$ cat src/rtl/serial_to_parallel.sv
// serial_to_parallel
//   Deserializer for the registered serial stream of an upstream flip-flop.
//   Collects WIDTH bits, one per Shift strobe, into a parallel word. Q is
//   updated and Valid pulses for one cycle when a word completes.
//   Optional feature macro: PARITY_CHECK_EN. When defined, every word is
//   followed by an even-parity bit, and ParErr reports its check.
module serial_to_parallel #(
  parameter int WIDTH     = 8,
  parameter bit MSB_FIRST = 1'b1,
  localparam int CW       = $clog2(WIDTH + 1)
) (
  input  logic             Clk,
  input  logic             Reset,
  input  logic             D,
  input  logic             Shift,
  input  logic             Clear,
  output logic [WIDTH-1:0] Q,
  output logic             Valid,
  output logic             Busy,
  output logic [CW-1:0]    BitCnt
`ifdef PARITY_CHECK_EN
  ,
  output logic             ParErr
`endif
);

  typedef enum logic {
    COLLECT = 1'b0,
    PARITY  = 1'b1
  } state_t;

  localparam logic [CW-1:0] LAST_BIT = CW'(WIDTH - 1);

  state_t           r_state;
  logic [WIDTH-1:0] r_shreg;
  logic [CW-1:0]    r_bitcnt;
  logic [WIDTH-1:0] r_q;
  logic             r_valid;

  state_t           w_state_nxt;
  logic [WIDTH-1:0] w_shreg_nxt;
  logic [CW-1:0]    w_bitcnt_nxt;
  logic [WIDTH-1:0] w_q_nxt;
  logic             w_valid_nxt;
  logic [WIDTH-1:0] w_shifted;

`ifdef PARITY_CHECK_EN
  logic r_parerr;
  logic w_parerr_nxt;
`endif

  // The register contents after accepting D, in the configured bit order.
  assign w_shifted = MSB_FIRST ? {r_shreg[WIDTH-2:0], D}
                               : {D, r_shreg[WIDTH-1:1]};

  // Next-state and next-output decode: Clear wins over Shift; Shift=0 holds.
  always_comb begin
    // NOTE: every signal gets a default first, so no path leaves one unassigned and no latch is inferred.
    w_state_nxt  = r_state;
    w_shreg_nxt  = r_shreg;
    w_bitcnt_nxt = r_bitcnt;
    w_q_nxt      = r_q;
    w_valid_nxt  = 1'b0;
`ifdef PARITY_CHECK_EN
    w_parerr_nxt = r_parerr;
`endif
    if (Clear) begin
      w_state_nxt  = COLLECT;
      w_shreg_nxt  = '0;
      w_bitcnt_nxt = '0;
    end else if (Shift) begin
      case (r_state)
        COLLECT: begin
          w_shreg_nxt = w_shifted;
          if (r_bitcnt == LAST_BIT) begin
            w_bitcnt_nxt = '0;
`ifdef PARITY_CHECK_EN
            // Word is complete but stays internal until its parity bit arrives.
            w_state_nxt  = PARITY;
`else
            w_q_nxt      = w_shifted;
            w_valid_nxt  = 1'b1;
`endif
          end else begin
            w_bitcnt_nxt = r_bitcnt + CW'(1);
          end
        end
        default: begin
`ifdef PARITY_CHECK_EN
          // D is the even-parity bit: a correct word plus parity has zero XOR.
          w_q_nxt      = r_shreg;
          w_valid_nxt  = 1'b1;
          w_parerr_nxt = (^r_shreg) ^ D;
          w_state_nxt  = COLLECT;
`endif
        end
      endcase
    end
  end

  // State and datapath registers with asynchronous active-high reset.
  always_ff @(posedge Clk or posedge Reset) begin
    if (Reset) begin
      r_state  <= COLLECT;
      // NOTE: the shift register is reset too, so a word started after reset never carries stale bits.
      r_shreg  <= '0;
      r_bitcnt <= '0;
      r_q      <= '0;
      r_valid  <= 1'b0;
    end else begin
      // NOTE: non-blocking assignments here so every register samples the pre-edge values.
      r_state  <= w_state_nxt;
      r_shreg  <= w_shreg_nxt;
      r_bitcnt <= w_bitcnt_nxt;
      r_q      <= w_q_nxt;
      r_valid  <= w_valid_nxt;
    end
  end

`ifdef PARITY_CHECK_EN
  // Parity error flag, registered with Valid and held until the next word.
  always_ff @(posedge Clk or posedge Reset) begin
    if (Reset) begin
      r_parerr <= 1'b0;
    end else begin
      r_parerr <= w_parerr_nxt;
    end
  end

  assign ParErr = r_parerr;
`endif

  assign Q      = r_q;
  assign Valid  = r_valid;
  assign BitCnt = r_bitcnt;
  assign Busy   = (r_bitcnt != '0) || (r_state == PARITY);

endmodule

$ cat config.mk
export PLATFORM = sky130hd
export DESIGN_NAME = serial_to_parallel
export DESIGN_NICKNAME = d
export VERILOG_FILES = /design/src/rtl/serial_to_parallel.sv
export SDC_FILE = /design/constraint.sdc
export NUM_CORES = 1
export LEC_CHECK = 0
export CAP_MARGIN = 20
export CELL_PAD_IN_SITES_DETAIL_PLACEMENT = 1
export CELL_PAD_IN_SITES_GLOBAL_PLACEMENT = 2
export CORE_MARGIN = 1.5
export CORE_UTILIZATION = 34
export DETAILED_ROUTE_END_ITERATION = 8
export PLACE_DENSITY = 0.77
export SETUP_SLACK_MARGIN = 0.3
export SLEW_MARGIN = 0
export SYNTH_ARGS = -nofsm -noshare
export SYNTH_HDL_FRONTEND = slang
export SYNTH_SLANG_ARGS = --single-unit
export TNS_END_PERCENT = 30
$ cat constraint.sdc
create_clock -name Clk -period 5.2 [get_ports Clk]
set_input_delay 1.04 -clock Clk [delete_from_list [all_inputs] [get_ports Clk]]
set_output_delay 1.04 -clock Clk [all_outputs]
set_load 0.02 [all_outputs]
## Word level (Yosys, flattened, before mapping)

Index checks and enable logic that the tools add are counted.

| word-level totals | value |
|---|---|
| register bits after elaboration | 20 |
| bits in latches | 0 |
| memory bits (writable) | 0 |
| memory bits (read-only) | 0 |
| input bits | 5 |
| logic and storage cells | 18 |
| memories | 0 |

| cells by class | value |
|---|---|
| add/sub/neg operators | 1 |
| multipliers | 0 |
| div/mod/pow operators | 0 |
| order comparisons | 0 |
| equal/unequal tests | 1 |
| shifts and indexed selects | 0 |
| muxes and demuxes | 8 |
| bitwise gates (word level) | 1 |
| reductions and logical operators | 3 |

Operators by type and width:

| kind | number |
|---|---|
| 7-bit two-way mux | 2 |
| 4-bit two-way mux | 3 |
| 4-bit by 1-bit adder with 4-bit output (second input constant) | 1 |
| 4-bit by 3-bit equality test with 1-bit output (second input constant) | 1 |
| 4-bit nonzero test | 1 |
| 1-bit two-way mux | 3 |
| 3-bit AND reduction | 1 |
| 2-bit nonzero test | 1 |
| 1-bit NOT | 1 |

## Depth between registers and ports, before layout

| depth | value |
|---|---|
| word-level depth | 4 |
| depth in mapped cells | 5 |

## Worst setup path after synthesis

OpenSTA, ideal clock, no wires.

| timing path | value |
|---|---|
| path kind | input port to flip-flop |
| start point | input port Shift |
| end point | register r_q[0], in the netlist Q[0] |
| arrival | 2.027 ns |
| data required time | 5.075 ns |
| setup slack | 3.048 ns |
| cell stages on the path | 4 |
| path buffers | 1 |
| path through | nand2_1 > or4b_1 > buf_4 > mux2_4 |

| on the way | value |
|---|---|
| longest elaborated chain between the ends | 1 |

RTL lines:

| item | RTL line | RTL |
|---|---|---|
| start: declaration | 15 | `input logic Shift,` |
| 3-bit AND reduction (no source line) | -- |  |
| end signal: assignment | 115 | `r_q <= w_q_nxt;` |
| end: declaration | 37 | `logic [WIDTH-1:0] r_q;` |

Every way passes these cells.
A chain may end at the register's enable or synchronous reset.

## Worst setup path in the final report

Same ends and word-level chain as after synthesis.

==> results by stage <==
Worst setup path:
- Data on the critical path arrives at its endpoint at 3220 ps.
- Along the worst path, the maximum fanout reaches 11.
- The required time at the endpoint of the critical path is 5400 ps.
- The worst setup path is launched from an input port.
- The critical path is of the input port to flip-flop type.
- The endpoint type of the worst setup path is a flip-flop.
- The critical path goes through clkdlybuf4s50_1 > nand2_1 > or4b_1 > mux2_4.
- The slowest cell on the critical path is sky130_fd_sc_hd__clkdlybuf4s50_1.
- The delay of the slowest cell on the worst path is 850 ps.

GRT:
- In the global route stage, overall resource usage came out at 0.1474.
- The initial antenna violation count is 0.
- The via count of the first global-routing pass is 580.
- Global routing finished with a remaining overflow of 0.
- The wire length of the first global-routing pass is 2773 um.
- Entering global routing, the biggest net connects 21 pins.

Routing:
- The antenna violation net count after detailed routing is 0.
- After detailed routing, the number of vias per cell comes to 4.884.
- The routed wire length is 1680 um.
- In the final routed layout, each cell accounts on average for 15.00 um.
- The first routing iteration left 2 violations.
- The count of TritonRoute iterations in the first routing pass is 4.
- The final route contains 547 vias.
- In the routed design, unresolved DRC markers number 0.

Yosys:
- The mapped netlist covers 854.6 um^2.
- In the synthesized netlist, the number of instances is 65.
- The mean cell area of the mapped netlist is 13.15 um^2.
- Yosys mapped the design onto 16 distinct sky130hd cell types.
- The cell type with the highest aggregate area in the netlist is sky130_fd_sc_hd__dfrtp_1.
- The synthesis warning total is 0.
- The count of state elements after synthesis is 20.
- The total nets after synthesis is 72.
- The top cell type's share of synthesized area is 0.5857.
- For this run, the register share of the synthesized area comes to 0.5857.
- Sorting the synthesized cells by area gives the leading types as sky130_fd_sc_hd__dfrtp_1, sky130_fd_sc_hd__mux2_4, sky130_fd_sc_hd__mux2i_1, sky130_fd_sc_hd__nor2_1, sky130_fd_sc_hd__ha_1.

Floorplanning:
- The height of the die is 53.14 um.
- The floorplan step set the die width to 53.14 um.
- The count of boundary I/O pins is 19.
- The placeable core region is 2297 um^2.
- The initial utilization of the core area, before any placement, comes to 0.3720.
- The floorplan step defined a die boundary enclosing 2823 um^2.
- After floorplanning, the core was divided into 17 placement rows.

Worst hold path:
- In this run the worst hold path is classified as flip-flop to flip-flop.

Timing:
- The number of endpoints failing setup at the final stage is 0.
- The measured slew at the worst slew-check pin is 752.3 ps.
- The total count of hold-check failures in the final report is 0.
- The final worst clock skew is 1.592 ps.
- Of the available clock period, the critical path in the final layout requires 0.5810.
- Derived from the worst setup path, the maximum achievable clock frequency is 0.3310 GHz.
- The time the worst path needs with I/O delays and setup is 3021 ps.
- After routing, the total negative slack on setup checks comes to 0 ps.
- Setup repair after global routing left no endpoint under its margin.
- The final count of pins violating max slew is 0.
- Headroom to the max-slew limit came out at 0.4979.

Final layout:
- The final net count is 92.
- Leaving out fill and tap cells, the most frequent cells in the layout are sky130_fd_sc_hd__dfrtp_1, sky130_fd_sc_hd__clkdlybuf4s50_1, sky130_fd_sc_hd__nor2_1.
- The number of antenna diodes in the final layout is 0.
- The final standard cell utilization of the core is 0.4744.
- The relative area change from synthesis to final layout is 27.53%.
- The commonest non-fill, non-tap cell in the layout is sky130_fd_sc_hd__dfrtp_1.
- The layout cell share with drive strength beyond 1 is 0.1429.
- The final standard cell area without fillers is 1090 um^2.

Clock network:
- Buffers inserted during clock tree synthesis total 3.
- After clock tree synthesis, the clock-pin slew on the worst setup and hold paths is 110 ps.
- Buffers added to address setup during post-CTS repair amount to 0.
- The clock tree from TritonCTS is yes.
- The insertion delay of the later-clocked pin in the worst-skew pair is 310 ps.
- Counting along the longest clock path gives a buffer depth of 2.
- CTS built an H-tree with a depth of 1.
- The number of buffers inserted by hold repair at cts is 0.
- Post-CTS repair changed the size of 0 cells.
- The tree is rooted in a sky130_fd_sc_hd__clkbuf_4.
- The tree built by TritonCTS fans out to 20 sinks.

Placed design:
- The global placer's final weighted congestion is 0.7306.
- Detailed placement ended at an HPWL of 1208 um.
- The count of input and output buffers is 18.
- After detailed placement, the total cell area comes to 1054 um^2.

Power and ir drop:
- The worst supply voltage drop on vdd is 0.1608 mV.
- The leakage power is 0.5523 nW.
- The final total power is 279.0 uW.
- The power density over cell area is 256.0 nW/um^2.

Flow run:
- The number of max-cap violations is 0.

Outcome:
- The flow ran to the end, and the final reports show no timing, DRC or antenna violations.
==> Yosys cell counts <==
cell	count
sky130_fd_sc_hd__inv_1	4
sky130_fd_sc_hd__mux2i_1	8
sky130_fd_sc_hd__xnor2_1	1
sky130_fd_sc_hd__nand2_1	3
sky130_fd_sc_hd__buf_4	1
sky130_fd_sc_hd__mux2_4	8
sky130_fd_sc_hd__dfrtp_1	20
sky130_fd_sc_hd__nand4_1	1
sky130_fd_sc_hd__nor2_1	11
sky130_fd_sc_hd__buf_2	1
sky130_fd_sc_hd__ha_1	2
sky130_fd_sc_hd__xor2_1	1
sky130_fd_sc_hd__a21oi_1	1
sky130_fd_sc_hd__clkbuf_1	1
sky130_fd_sc_hd__or3_1	1
sky130_fd_sc_hd__or4b_1	1
==> layout make-up <==
cell class	count	area [um^2]
fill	250	1207
clock buffer	4	36.28
tap	28	35.03
multi-input combinational	38	322.8
timing repair buffer	18	180.2
inverter	4	15.01
sequential	20	500.5
==> final timing paths <==
check | from | to | slack [ps] | depth (start not counted)
min in group asynchronous | Reset | Q[4] | 1170 | 2
hold / removal | Q[6] | Q[6] | 530 | 1
setup / recovery | Shift | Q[0] | 2180 | 4
hold reg to reg | Q[6] | Q[6] | 530 | 1
setup reg to reg | BitCnt[0] | Q[0] | 3200 | 4
max in group asynchronous | Reset | BitCnt[3] | 3560 | 2
==> where the power goes <==
group / leakage, nW / total (mW) / switching, mW / internal, mW
Clock: 0.0210 / 0.0904 / 0.0476 / 0.0428
Sequential: 0.277 / 0.162 / 0.00350 / 0.158
Combinational: 0.254 / 0.0271 / 0.0147 / 0.0124
Total: 0.552 / 0.279 / 0.0658 / 0.213
==> flip-flops by register name (all words and copies together) (netlist names) <==
register,cells
BitCnt,4
Valid,1
r_shreg,7
Q,8
==> routing by layer <==
layer | vias to the layer above | track usage | share of wire
met2 | 11 | 0.2271 | 0.46
met4 | 0 | 0.06410 | 0.021
met5 | - | 0 | 0
met1 | 280 | 0.1807 | 0.48
met3 | 5 | 0.05932 | 0.045
li1 | 251 | - | -
==> metrics by stage <==
| step | cells | setup slack (ps) | hold WS, ps |
|---|---|---|---|
| floorplan | 65 | 3048 | 481.2 |
| global placement | 108 | 1900 | 497.8 |
| detailed placement | 108 | 1844 | 503.1 |
| CTS | 112 | 2177 | 531.3 |
| global route | 112 | 2072 | 544.5 |
| finish | 112 | 2179 | 525.6 |
==> cell families (layout without fill, tap and decap cells) <==
family          after synthesis  in the layout  share of synthesized area
xor+xnor                      2              2                    0.02050
flops                        20             20                     0.5857
buf+inv                       7             26                    0.03659
compound gates                1              1                   0.005851
fa+ha+maj                     2              2                    0.02928
mux                          16             16                     0.2343
simple gates                 17             17                    0.08786
==> worst max-delay path, delay by kind of cell <==
kind	cells	cell delay, ps
buffers and inverters	1	850
AND/OR/NAND/NOR	2	930
multiplexers	1	400
(Power assumes the default switching activity.)
